[src/rtl/serial_paralelo.sv]
// serial_paralelo: MSB-first serial-to-parallel receiver with COM-character byte alignment.
// Optional macro SERIAL_PARALELO_COMCNT_EN adds a saturating count of idle COM bytes seen while active.
module serial_paralelo #(
   parameter logic [7:0] COM_CHAR = 8'hBC,
   parameter int         BC_COUNT = 4
) (
   input  logic       clk_32f,
   input  logic       reset,
   input  logic       data_in,
   output logic [7:0] data_out,
   output logic       valid_out,
   output logic       active
`ifdef SERIAL_PARALELO_COMCNT_EN
   ,
   output logic [7:0] com_total
`endif
);
   localparam logic [1:0] SEARCH = 2'b00;
   localparam logic [1:0] SYNC   = 2'b01;
   localparam logic [1:0] ACTIVE = 2'b10;
   localparam logic [3:0] BC     = 4'(BC_COUNT);

   logic [1:0] state, next_state;
   logic [7:0] shift_reg;
   logic [7:0] next_byte;
   logic [2:0] bit_cnt;
   logic [3:0] com_cnt;
   logic       is_com;
   logic       last_bit;

   assign next_byte = {shift_reg[6:0], data_in};
   assign is_com    = next_byte == COM_CHAR;
   assign last_bit  = bit_cnt == 3'd7;

   // state register
   always_ff @(posedge clk_32f)
      state <= reset ? SEARCH : next_state;

   // next-state: bit hunt, then byte-aligned confirmation, then locked forever
   always_comb begin
      next_state = SEARCH;
      case (state)
         SEARCH: next_state = is_com ? ((BC == 4'd1) ? ACTIVE : SYNC) : SEARCH;
         SYNC:   next_state = !last_bit ? SYNC :
                              !is_com ? SEARCH :
                              (com_cnt + 4'd1 == BC) ? ACTIVE : SYNC;
         ACTIVE: next_state = ACTIVE;
         default: next_state = SEARCH;
      endcase
   end

   // registered datapath and outputs, updated at byte boundaries
   always_ff @(posedge clk_32f) begin
      if (reset) begin
         shift_reg <= '0;
         bit_cnt   <= '0;
         com_cnt   <= '0;
         data_out  <= '0;
         valid_out <= 1'b0;
         active    <= 1'b0;
`ifdef SERIAL_PARALELO_COMCNT_EN
         com_total <= '0;
`endif
      end else begin
         shift_reg <= next_byte;
         active    <= next_state == ACTIVE;
         case (state)
            SEARCH: if (is_com) begin
               bit_cnt <= '0;
               com_cnt <= 4'd1;
            end
            SYNC: begin
               bit_cnt <= bit_cnt + 3'd1;
               if (last_bit) com_cnt <= is_com ? com_cnt + 4'd1 : 4'd0;
            end
            ACTIVE: begin
               bit_cnt <= bit_cnt + 3'd1;
               if (last_bit) begin
                  data_out  <= next_byte;
                  valid_out <= !is_com;
`ifdef SERIAL_PARALELO_COMCNT_EN
                  if (is_com && com_total != 8'hFF) com_total <= com_total + 8'd1;
`endif
               end
            end
            default: ;
         endcase
      end
   end
endmodule

[config.mk]
export PLATFORM = sky130hd
export DESIGN_NAME = serial_paralelo
export DESIGN_NICKNAME = d
export VERILOG_FILES = /design/src/rtl/serial_paralelo.sv
export SDC_FILE = /design/constraint.sdc
export NUM_CORES = 1
export LEC_CHECK = 0
export ABC_AREA = 1
export CAP_MARGIN = 5
export CORE_UTILIZATION = 35
export CTS_BUF_LIST = sky130_fd_sc_hd__clkbuf_8
export DETAILED_ROUTE_END_ITERATION = 8
export SLEW_MARGIN = 40
export SYNTH_ARGS = -nofsm -noshare
export SYNTH_HDL_FRONTEND = slang
export SYNTH_SLANG_ARGS = --single-unit
[constraint.sdc]
create_clock -name clk_32f -period 3.75 [get_ports clk_32f]
set_input_delay 0.75 -clock clk_32f [delete_from_list [all_inputs] [get_ports clk_32f]]
set_output_delay 0.75 -clock clk_32f [all_outputs]
set_load 0.02 [all_outputs]
==> metrics.yaml <==
dp_hpwl_mm: 1.510
netlist_top_cells_area: "dfxtp_1 (45%), nand2_1 (10%), ha_1 (7.6%), inv_1 (6.9%), nor2_1 (6.2%)"
final_cells: 209
die_area_um2: 3518
root_buffer: "clkbuf_8"
synth_area_per_cell_um2: 7.565
grt_first_pass_wirelength_mm: 3.739
antenna_found_initial: 0
slew_viol_final: 0
htreeDepth: 1
worstSkewPairLatency_ns: 0.27
nets: 176
ir_drop_uv: 190.7
syn_area_um2: 1150
yosysSeqAreaShare_pct: 45.27
yosysMostFrequentCell: "nand2_1"
gr-max-usage-layer: "met2"
fillers: 331
yosysTopAreaCellShare_pct: 45.27
worstMarginPinSlew_ns: 0.4498
grt_setup_unrepaired: "false"
max_stage_delay_ns: 0.61
period_minus_slack_ns: 1.967
port_buffers: 12
crit_family: "buffers and inverters"
total_power_uw: 468.9
critical_path.slowest_cell: "clkdlybuf4s50_1"
pin_count: 13
yosys_register_bits: 26
antenna_cells: 0
numClockSinks: 26
synth_edf_count: 0
async_flop_share_pct: 0
ys_warn_count: 0
startpoint_type: "register"
outcome: "finished clean"
via_per_inst: 4.349
fmax_ghz: 0.5084
relSlewSlack_pct: 69.98
firstDrtPassIters: 3
gp_congestion: 0.7621
wl_mm: 2.023
synth_commonest_cells: "nand2_1 (32), dfxtp_1 (26), inv_1 (21), nor2_1 (19), a21oi_1 (12)"
postCtsSetupRepairBufs: 0
netlist_instances: 152
hold_ws_ns: 0.4429
rows: 20
drtIter0Drc: 12
clk_path_buf_depth: 2
yosysUniqueCellTypes: 21
placed_cells: 205
yosys.area.top_type: "dfxtp_1"
critPathBufInv: 1
met1_usage_pct: 18.30
vias: 909
skew_ns: 0.004462
clk_pin_slew_ns: 0.09
crit_path_max_fanout: 2
overflow: 0
grtUsageMet2_pct: 23.11
setup-tns-final_ns: 0
cts_hold_buffers: 0
leakagePower_nw: 0.6104
ys.flop_type: "dfxtp_1"
multiInputGateArea_um2: 508.0
crit_type: "register to output port"
cp.arrival_ns: 1.22
maxCapViolations: 0
grt_max_degree: 18
critical_path.cell_chain: "clkdlybuf4s50_1"
hold_violations: 0
drive_above_1_share_pct: 10.91
worst_ep_required_time_ns: 3.00
fin_crit_sh_pct: 52.45
power.density_nw_per_um2: 344.8
first_global_vias: 875
route.detailed.drc: 0
routedWlPerCell_um: 9.679
largest_register_ffs: 8
initial_core_util_pct: 37.36
synth_fp_nets: 162
die_h_um: 59.32
die_w_um: 59.32
setup-violations-final: 0
end_kind: "output port"
grt_usage_pct: 14.17
grtUsageMet3_pct: 3.057
cts_tree: "built"
cts_buffers: 3
ant_nets: 0
regArea_um2: 520.5
hold_path.class: "register to register"
cts_resized: 0
design.core.area_um2: 3078
syn2layout_area_growth_pct: 18.28
-- cell usage in the layout, fill, tap and decap left out, types with 3 or more instances in the layout --
master,netlist,final
nor2_1,19,19
nor2_2,3,3
inv_1,21,21
inv_2,6,6
nand3_1,5,5
o21ai_0,8,8
dfxtp_1,26,26
nand2_4,3,3
clkbuf_8,0,4
clkdlybuf4s50_1,0,12
a21oi_1,12,12
ha_1,7,7
nand2_1,32,32
-- final timing paths --
path,cells after the start,start,endpoint,slack [ns]
max,1,data_out[1],data_out[1],1.78
min,2,shift_reg[0],shift_reg[1],0.44
min reg2reg,2,shift_reg[0],shift_reg[1],0.44
max reg2reg,10,bit_cnt[0],com_cnt[3],2.32
-- kinds of logic (layout without fill, tap and decap cells) --
logic type,count (synthesis),after routing,synth area share [%]
adder cells (fa/ha/maj),7,7,7.617
AO/OA/AOI/OAI,23,23,10.45
flip-flops,26,26,45.27
buffers and inverters,30,43,10.55
AND/OR/NAND/NOR,65,65,25.35
XOR/XNOR,1,1,0.7618
-- stage by stage --
stage / cell area (um^2) / setup slack [ns] / util, %
global placement: 1305 / 1.651 / 42.40
CTS: 1360 / 1.770 / 44.19
detailed placement: 1305 / 1.554 / 42.40
finish: 1360 / 1.783 / 44.19
floorplan: 1150 / 2.283 / -
global route: 1360 / 1.645 / 44.19
-- routing by layer --
metal,vias up,share of wire [%]
met1,405,50
met5,-,0
met4,0,1.4
li1,487,-
met3,5,3.6
met2,12,45
-- final cells by class --
cell class / count / area share, %
Multi-Input combinational cell: 96 / 37.35
Tap cell: 44 / 4.048
Clock buffer: 4 / 4.048
Inverter: 27 / 7.452
Timing Repair Buffer: 12 / 8.832
Sequential cell: 26 / 38.27
-- power breakdown --
part | switching (mW) | internal (mW)
combinational | 0.00674 | 0.00333
sequential | 0.000752 | 0.277
clock | 0.0868 | 0.0938
total | 0.0943 | 0.375
Note: power is estimated with default switching activity, not from simulation.
